**config.mk**
```make
export PLATFORM = sky130hd
export DESIGN_NAME = logic_pipe_reg
export DESIGN_NICKNAME = d
export VERILOG_FILES = /design/src/rtl/logic_pipe_reg.sv
export SDC_FILE = /design/constraint.sdc
export NUM_CORES = 1
export LEC_CHECK = 0
export CAP_MARGIN = 5
export CORE_MARGIN = 2
export CORE_UTILIZATION = 45
export CTS_CLUSTER_DIAMETER = 30
export DETAILED_ROUTE_END_ITERATION = 7
export DONT_BUFFER_PORTS = 1
export GPL_ROUTABILITY_DRIVEN = 0
export SYNTH_ARGS = -nofsm -noshare
export SYNTH_HDL_FRONTEND = slang
export SYNTH_SLANG_ARGS = --single-unit
```
**constraint.sdc**
```tcl
create_clock -name clk -period 2.2 [get_ports clk]
set_clock_uncertainty 0.15 [all_clocks]
set_input_delay 0.33 -clock clk [delete_from_list [all_inputs] [get_ports clk]]
set_output_delay 0.33 -clock clk [all_outputs]
set_load 0.03 [all_outputs]
```
**src/rtl/logic_pipe_reg.sv**
```systemverilog
// Bitwise-function (AND/OR/XOR/NAND) valid/ready pipeline with a delivered-result counter.
// Define LOGIC_PIPE_ZERO_FLAG_EN to add a registered all-zero flag travelling with the result.
module logic_pipe_reg #(
    parameter int WIDTH  = 8,
    parameter int STAGES = 2,
    parameter int CNT_W  = 8
) (
    input  logic             clk,
    input  logic             rst_n,
    input  logic             in_valid,
    output logic             in_ready,
    input  logic [WIDTH-1:0] a,
    input  logic [WIDTH-1:0] b,
    input  logic [1:0]       op,
    output logic             out_valid,
    input  logic             out_ready,
    output logic [WIDTH-1:0] c,
    output logic [CNT_W-1:0] done_cnt
`ifdef LOGIC_PIPE_ZERO_FLAG_EN
    ,
    output logic             zero
`endif
);

    logic [STAGES-1:0] v;
    logic [WIDTH-1:0]  d [STAGES];
    logic [STAGES:0]   rdy;
    logic [WIDTH-1:0]  f;
    logic              chain;

    always_comb begin
        f = '0;
        case (op)
            2'd0: f = a & b;
            2'd1: f = a | b;
            2'd2: f = a ^ b;
            2'd3: f = ~(a & b);
        endcase
    end

    // A stage can move when it is empty or everything downstream can move.
    always_comb begin
        rdy         = '0;
        chain       = out_ready;
        rdy[STAGES] = out_ready;
        for (int k = STAGES - 1; k >= 0; k--) begin
            chain  = ~v[k] | chain;
            rdy[k] = chain;
        end
    end

    assign in_ready  = rdy[0];
    assign out_valid = v[STAGES-1];
    assign c         = d[STAGES-1];

    always_ff @(posedge clk or negedge rst_n) begin
        if (!rst_n) begin
            v <= '0;
            for (int k = 0; k < STAGES; k++) begin
                d[k] <= '0;
            end
        end else begin
            if (rdy[0]) begin
                v[0] <= in_valid;
                if (in_valid) begin
                    d[0] <= f;
                end
            end
            for (int k = 1; k < STAGES; k++) begin
                if (rdy[k]) begin
                    v[k] <= v[k-1];
                    if (v[k-1]) begin
                        d[k] <= d[k-1];
                    end
                end
            end
        end
    end

`ifdef LOGIC_PIPE_ZERO_FLAG_EN
    logic [STAGES-1:0] zf;

    // Flag follows exactly the same load enables as d so it never disagrees with c.
    always_ff @(posedge clk or negedge rst_n) begin
        if (!rst_n) begin
            zf <= '1;
        end else begin
            if (rdy[0] && in_valid) begin
                zf[0] <= ~|f;
            end
            for (int k = 1; k < STAGES; k++) begin
                if (rdy[k] && v[k-1]) begin
                    zf[k] <= zf[k-1];
                end
            end
        end
    end

    assign zero = zf[STAGES-1];
`endif

    always_ff @(posedge clk or negedge rst_n) begin
        if (!rst_n) begin
            done_cnt <= '0;
        end else if (out_valid && out_ready) begin
            done_cnt <= done_cnt + CNT_W'(1);
        end
    end

endmodule

```
==> results of run 1 <==
-- cells in the final DEF (no fill, tap or decap), types with 2 or more instances in the layout --
cell type      count
a211o_1            8
xnor2_1            5
dlygate4sd3_1      2
a21oi_1            8
inv_1             16
clkbuf_4           3
nand2b_1           3
a31oi_1            8
o211ai_1           7
dfrtp_1           26
nor2b_1            2
xor2_1             2
nor2_1             9
ha_1              17
mux2_2             9
nand2_1           12
-- power breakdown --
| part | internal, mW | switching (mW) | leakage [nW] |
|---|---|---|---|
| clock network | 0.0639 | 0.121 | 0.0138 |
| registers | 0.598 | 0.316 | 0.299 |
| logic | 0.146 | 0.113 | 0.428 |
-- layout make-up --
| class | instances | area, um^2 |
|---|---|---|
| fillers | 329 | 1740 |
| repair buffers | 4 | 47.5 |
| inverters | 16 | 60.1 |
| well taps | 46 | 57.6 |
| flip-flops and latches | 26 | 651 |
| clock buffers | 3 | 22.5 |
| multi-input cells | 99 | 754 |
-- final timing paths --
check / start / endpoint / slack [ns]
min: op[1] / d[11] / 0.05
min in group asynchronous: rst_n / done_cnt[5] / 0.30
max in group asynchronous: rst_n / d[13] / 1.46
max: v[1] / in_ready / 0.44
max reg2reg: v[1] / d[14] / 0.55
min reg2reg: d[15] / c[7] / 0.37
-- critical path: stages (launching register included) --
cell and delay (ns):
dfrtp_1 0.60, nand3b_1 0.14, buf_4 0.22
-- routing by layer --
layer,track usage (%),vias up,wire length [um]
met5,0,-,0
met4,6.67,0,29
met3,2.70,2,165
met2,23.5,28,1230
met1,16.2,464,1070
li1,-,508,-
-- cells in the mapped netlist --
cell       n
o211ai_1   7
buf_4      9
nand3_1    1
xor2_1     2
nor2_1     9
nor2b_1    2
a31oi_1    8
nand2b_1   3
a211o_1    8
nand3b_1   1
ha_1      17
mux2_2     9
nand4_1    1
o21ai_0    1
nor3_1     1
inv_1     16
and4_1     1
nand2_1   12
xnor2_1    5
nand2_2    1
dfrtp_1   26
a21oi_1    8
buf_2      6
and2_1     1
clkbuf_2   1
and3_1     1
-- sequential cells by signal, indices dropped and copies added, names as in the netlist --
| name | count |
|---|---|
| v | 2 |
| done_cnt | 8 |
| c | 8 |
| d | 8 |
-- kinds of logic after synthesis --
family	count (synthesis)	share of synthesized area, %
and+or+nand+nor	34	10.3
adders and majority gates	17	13.6
buffers and inverters	32	10.4
AOI/OAI and AO/OA	32	13.9
xor gates and xnor gates	7	3.91
DFF	26	41.5
muxes	9	6.46
-- metrics by stage --
stage / power (mW) / hold slack (ns) / util, % / setup slack [ns] / cells
after floorplan: 1.17 / -0.116 / - / 0.752 / 157
after global placement: 1.15 / -0.115 / 45.9 / 0.622 / 188
after detailed placement: 1.17 / -0.115 / 45.9 / 0.553 / 188
after CTS: 1.38 / 0.0317 / 47.7 / 0.411 / 194
after global routing: 1.45 / 0.0392 / 47.7 / 0.365 / 194
final: 1.36 / 0.0490 / 47.7 / 0.440 / 194
==> flow_summary_export.csv, run 1 <==
group,metric,value,unit
setup_path,crit_path_end_kind,"output pin",
drt,antenna_left,0,
clocking,cts_tree,"yes",
global_routing,track_usage,13.7,%
setup_path,start_kind,"register",
clocking,htree_levels,1,
global_routing,grt_pass1_vias,1048,
synth,synth_top_area_share,41.5,%
clocking,cts.sinks,26,
final_layout,final_area,0.00159,mm^2
setup_path,ff2ff_path_depth,4,
clocking,cts_root_buffer,"clkbuf_4",
global_routing,antenna_found_initial,0,
timing,period_needed,1.76,ns
synth,synth-seq-cells,26,
final_layout,syn2layout_area_growth,1.60,%
synth,syn_nets,196,
clocking,ctsResizeCount,0,
timing,slew_viol_final,0,
synth,netlist_area,0.00157,mm^2
floorplanning,die_x,63.0,um
drt,drtPass1Iterations,4,
clocking,cts_buffer_depth,2,
job,drv_cap,0,
final_layout,nNetsFinal,189,
synth,synth.distinct_cells,26,
final_layout,antenna_cells,0,
clocking,cts.clk_slew.worst_paths,0.12,ns
global_routing,grt_max_degree,33,
timing,fmax,568,MHz
setup_path,critPathArrivalTime,1.28,ns
timing,finalHoldViolations,0,
synth,synth_top_cell_by_area,"dfrtp_1",
placed_design,hpwl,2.00,mm
clocking,clock_latency,0.30,ns
setup_path,cp_max_fo,11,
drt,num_vias,1002,
pwr,p_leak,0.741,nW
placed_design,port_buffers,0,
status,status,"finished clean",
synth,synth_cells,157,
drt,via_per_inst,5.16,
hold_path,hold_path_class,"input port to register",
drt,wl,2.50,mm
setup_path,crit_type,"register to output pin",
timing,worst_slew_pin_slew,0.397,ns
timing,post-route-period-util,80.0,%
timing,setup_tns,0,ns
clocking,cts_made_buffers,3,
floorplanning,core,0.00334,mm^2
floorplanning,rows,21,
synth,yosys-top-cells-area,"dfrtp_1 (42%), ha_1 (14%), mux2_2 (6.5%)",
clocking,post_cts_buffers,0,
final_layout,layout-drive-gt1-share,10.1,%
floorplanning,start_util,47.0,%
floorplanning,io_pins,40,
synth,syn_area_per_cell,9.99,um^2
synth,ys_seq_area_share,41.5,%
drt,drt_iter0_markers,47,
drt,routedWlPerCell,12.9,um
setup_path,worstPathRequired,1.72,ns
timing,relSlewSlack,73.6,%
clocking,holdBufCountCts,3,
placed_design,post_dp_cell_area,0.00153,mm^2
global_routing,grt_pass1_wl,4.37,mm
pwr,vdd_drop_max,237,uV
pwr,powerDensity,852,mW/mm^2
timing,final-setup-viol-count,0,
hold_path,min_path_cells,2,
floorplanning,fp.dieArea,0.00397,mm^2
floorplanning,die_y,63.0,um
global_routing,overflow,0,
drt,drc,0,
synth,ys_warn_count,0,
timing,rsz0062_at_grt,"no",
No activity file was read; power rests on OpenSTA's default activity.
==> run 2, diff against run 1 <==
==> constraint.sdc (replaced) <==
create_clock -name clk -period 1.75 [get_ports clk]
set_clock_uncertainty 0.15 [all_clocks]
set_input_delay 0.2625 -clock clk [delete_from_list [all_inputs] [get_ports clk]]
set_output_delay 0.2625 -clock clk [all_outputs]
set_load 0.03 [all_outputs]
==> flow_summary_export.csv, run 2 (same netlist as run 1, synthesis figures left out) <==
group,metric,value,unit
timing,setup_ws,0.237,ns
setup_path,cpPeakStageDelay,0.43,ns
setup_path,r2r_slack,0.35,ns
clocking,clock_latency,0.31,ns
timing,setup_tns,0,ns
setup_path,cp-startpoint,"v[0]",
drt,num_vias,1040,
setup_path,crit_path_end_kind,"output pin",
final_layout,syn2layout_area_growth,6.07,%
setup_path,crit_buf_inv,1,
floorplanning,rows,21,
timing,worst_slew_pin_slew,0.516,ns
clocking,cts_root_buffer,"clkbuf_4",
pwr,p_leak,0.776,nW
setup_path,crit_family,"flip-flops",
floorplanning,fp.dieArea,0.00397,mm^2
clocking,post_cts_buffers,0,
timing,slew_viol_final,0,
final_layout,nNetsFinal,197,
timing,period_needed,1.51,ns
floorplanning,io_pins,40,
floorplanning,die_y,63.0,um
final_layout,final_cells,202,
clocking,cts_buffer_depth,2,
floorplanning,start_util,47.0,%
placed_design,dp_cells,192,
timing,post-route-period-util,86.4,%
clocking,cts_made_buffers,3,
clocking,cts_tree,"yes",
setup_path,cp_max_fo,9,
global_routing,antenna_found_initial,0,
setup_path,r2r-start,"done_cnt[3]",
setup_path,worstPathCellList,"nand3b_1 > buf_4",
global_routing,track_usage,14.6,%
final_layout,layout-drive-gt1-share,12.2,%
drt,drt_iter0_markers,37,
status,status,"finished clean",
timing,rsz0062_at_grt,"no",
pwr,powerDensity,1080,mW/mm^2
pwr,vdd_drop_max,291,uV
timing,finalHoldViolations,0,
setup_path,critPathArrivalTime,1.10,ns
timing,relSlewSlack,65.5,%
timing,fmax,661,MHz
final_layout,antenna_cells,0,
final_layout,mostFrequentLayoutCell,"dfrtp_1",
placed_design,hpwl,2.06,mm
drt,routedWlPerCell,13.2,um
drt,wl,2.67,mm
drt,via_per_inst,5.15,
global_routing,overflow,0,
global_routing,grt_pass1_wl,4.66,mm
floorplanning,die_x,63.0,um
timing,finalHoldWorstSlack,0.0141,ns
setup_path,worstPathRequired,1.34,ns
floorplanning,core,0.00334,mm^2
drt,antenna_left,0,
setup_path,cp_slowest_cell,"dfrtp_1",
final_layout,final_cell_mix,"dfrtp_1 (26), ha_1 (17), inv_1 (16), nand2_1 (12)",
setup_path,start_kind,"register",
drt,drtPass1Iterations,6,
placed_design,port_buffers,0,
hold_path,hold_path_class,"input port to register",
job,drv_cap,0,
clocking,cts.clk_slew.worst_paths,0.13,ns
drt,drc,0,
global_routing,grt_max_degree,27,
clocking,htree_levels,1,
clocking,cts.sinks,26,
placed_design,pre_cts_ws,0.367,ns
setup_path,crit_type,"register to output pin",
hold_path,hp-start,"op[0]",
global_routing,grt_pass1_vias,1051,
timing,final-setup-viol-count,0,
==> run 2: timing repair <==
item / in CTS / in global routing
hold buffers: 6 / 1
resized for setup: 0 / 0
endpoints found under the hold margin: 36 / 1
==> run 2: power by group <==
part / switching [mW] / internal, mW / leakage, nW
combinational: 0.260 / 0.233 / 0.464
sequential: 0.301 / 0.753 / 0.299
clock: 0.161 / 0.0804 / 0.0138
total: 0.722 / 1.07 / 0.776
==> run 2: worst paths after layout <==
kind	depth (start not counted)	end
max reg2reg	3	done_cnt[6]
min	2	d[10]
max in group asynchronous	2	d[13]
min in group asynchronous	2	c[4]
min reg2reg	1	c[7]
max	2	in_ready
==> run 2: layer usage <==
layer  up-vias  global-route usage [%]  wire length [um]
met3         2                    3.60               184
met2        35                    23.9              1300
li1        527                       -                 -
met5         -                       0                 0
met1       476                    18.2              1160
met4         0                    5.83                29
==> run 2: final cells by class <==
cell class | instances | area (um^2)
tap | 46 | 57.6
clock buffer | 3 | 22.5
inverter | 16 | 60.1
multi-input combinational | 99 | 754
fill | 322 | 1670
timing repair buffer | 12 | 118
sequential | 26 | 651
==> run 2: through the flow <==
| step | total power [mW] | util, % | instance area, um^2 |
|---|---|---|---|
| floorplan | 1.48 | - | 1570 |
| global placement | 1.51 | 46.8 | 1560 |
| detailed placement | 1.54 | 46.8 | 1560 |
| CTS | 1.81 | 49.5 | 1650 |
| global route | 1.92 | 49.8 | 1660 |
| finish | 1.79 | 49.8 | 1660 |
==> run 2: worst reg2reg max path, stage by stage (launching register included) <==
cell	delay [ns]
dfrtp_1	0.59
nand2_1	0.13
nor3_1	0.30
xor2_1	0.17
==> run 3, diff against run 2 <==
--- a/config.mk
+++ b/config.mk
@@ -7,7 +7,7 @@
 export LEC_CHECK = 0
 export CAP_MARGIN = 5
 export CORE_MARGIN = 2
-export CORE_UTILIZATION = 45
+export CORE_UTILIZATION = 30
 export CTS_CLUSTER_DIAMETER = 30
 export DETAILED_ROUTE_END_ITERATION = 7
 export DONT_BUFFER_PORTS = 1
==> flow_summary_export.csv, run 3 (same netlist as run 1, synthesis figures left out) <==
group,metric,value,unit
setup_path,worstPathRequired,1.34,ns
setup_path,r2r-start,"v[1]",
timing,setup_tns,0,ns
pwr,vdd_drop_max,418,uV
drt,drc,0,
drt,routedWlPerCell,11.6,um
pwr,power_frac_seq,52.9,%
final_layout,fillers,554,
hold_path,hold_path_class,"input port to register",
floorplanning,io_pins,40,
final_layout,layout-drive-gt1-share,13.0,%
final_layout,syn2layout_area_growth,9.18,%
global_routing,overflow,0,
clocking,cts_tree,"yes",
setup_path,cp-startpoint,"v[1]",
timing,fmax,670,MHz
drt,via_per_inst,4.52,
setup_path,crit_path_end_kind,"output pin",
floorplanning,core,0.00507,mm^2
drt,antenna_left,0,
drt,drtPass1Iterations,4,
clocking,ctsResizeCount,0,
final_layout,final_cell_mix,"dfrtp_1 (26), ha_1 (17), inv_1 (16), nand2_1 (12)",
job,drv_cap,0,
timing,finalHoldViolations,0,
clocking,cts_buffer_depth,2,
pwr,p_sw,722,uW
timing,rsz0062_at_grt,"no",
floorplanning,die_y,76.3,um
timing,post-route-period-util,85.2,%
setup_path,reg2reg_to,"done_cnt[7]",
floorplanning,fp.dieArea,0.00582,mm^2
setup_path,critPathArrivalTime,1.08,ns
clocking,htree_levels,1,
drt,drt_iter0_markers,25,
clocking,cts.sinks,26,
global_routing,antenna_found_initial,0,
setup_path,worstSetupEndpoint,"in_ready",
timing,relSlewSlack,74.9,%
timing,final-setup-viol-count,0,
final_layout,mostFrequentLayoutCell,"dfrtp_1",
placed_design,hpwl,2.04,mm
floorplanning,rows,26,
global_routing,grt_max_degree,33,
global_routing,track_usage,9.47,%
setup_path,cp_max_fo,7,
pwr,switching_share,35.9,%
floorplanning,die_x,76.3,um
pwr,power.share.clock,24.2,%
timing,period_needed,1.49,ns
setup_path,crit_type,"register to output pin",
clocking,cts_made_buffers,3,
timing,finalHoldWorstSlack,0.0220,ns
floorplanning,start_util,30.9,%
status,status,"finished clean",
final_layout,antenna_cells,0,
clocking,cts.clk_slew.worst_paths,0.09,ns
pwr,p_leak,0.786,nW
setup_path,ff2ff_path_depth,4,
setup_path,start_kind,"register",
setup_path,r2r_slack,0.40,ns
pwr,powerDensity,1170,mW/mm^2
pwr,p_comb_share,22.9,%
drt,wl,2.61,mm
pwr,internal-power,1.29,mW
placed_design,port_buffers,0,
timing,worst_slew_pin_slew,0.376,ns
global_routing,grt_pass1_wl,4.59,mm
global_routing,grt_pass1_vias,1020,
drt,num_vias,1012,
final_layout,nNetsFinal,194,
clocking,cts_root_buffer,"clkbuf_8",
clocking,clock_latency,0.27,ns
timing,slew_viol_final,0,
-- run 3: cell types whose count changed in the layout (fill, tap and decap cells not counted), sizes merged --
cell | previous run | this run
bufinv | 0 | 1
dlygate4sd3 | 6 | 3
-- run 3: power groups by stage --
| stage | Sequential, mW | Clock (mW) | Combinational (mW) |
|---|---|---|---|
| 4_1_cts | 1.07 | 0.510 | 0.470 |
| 3_5_place_dp | 1.08 | 0 | 0.444 |
| 3_3_place_gp | 1.08 | 0 | 0.436 |
| 2_1_floorplan | 1.01 | 0 | 0.465 |
| 5_1_grt | 1.09 | 0.540 | 0.523 |
| 6_report | 1.06 | 0.486 | 0.460 |
-- run 3: critical path, stage by stage, from the launching register on --
cell and delay [ns]:
dfrtp_1 0.40, nand3b_1 0.18, buf_4 0.23
-- run 3: stage by stage --
stage / power (mW) / setup slack [ns] / cells / util [%] / cell area [um^2]
2_1_floorplan: 1.48 / 0.302 / 157 / - / 1570
3_3_place_gp: 1.52 / 0.429 / 216 / 31.3 / 1590
3_5_place_dp: 1.53 / 0.407 / 216 / 31.3 / 1590
4_1_cts: 2.05 / 0.229 / 224 / 33.7 / 1710
5_1_grt: 2.15 / 0.182 / 224 / 33.7 / 1710
6_report: 2.01 / 0.259 / 224 / 33.7 / 1710
-- run 3: repair_timing --
item                       in CTS  in global routing
hold endpoints to repair       28                  0
buffers inserted                0                  0
hold buffers                    4                  0
setup endpoints to repair       0                  0
-- run 3: per-layer routing --
layer	track usage, %	part of all wire, %	vias to the layer above
met4	3.27	0.54	0
met2	16.5	48	36
met1	11.1	44	454
li1	-	-	520
met5	0	0	-
met3	2.73	7.6	2
-- run 3: layout make-up --
type                       count  area, um^2  area share, %
timing repair buffer           9        87.6           5.12
clock buffer                   3        41.3           2.41
clock inverter                 1        30.0           1.75
inverter                      16        60.1           3.51
tap                           70        87.6           5.12
multi-input combinational     99         754           44.1
sequential                    26         651           38.0
-- run 3: how the worst min path moves through the flow --
stage                     start          end  slack (ns)  cells past startpoint
after detailed placement  rst_n  done_cnt[3]       -0.18                      0
after CTS                 op[1]        d[13]        0.01                      2
after global placement    rst_n  done_cnt[3]       -0.18                      0
final                     op[1]        d[10]        0.02                      2
after floorplan           rst_n         c[0]       -0.18                      0
after global routing      op[1]        d[10]        0.01                      2
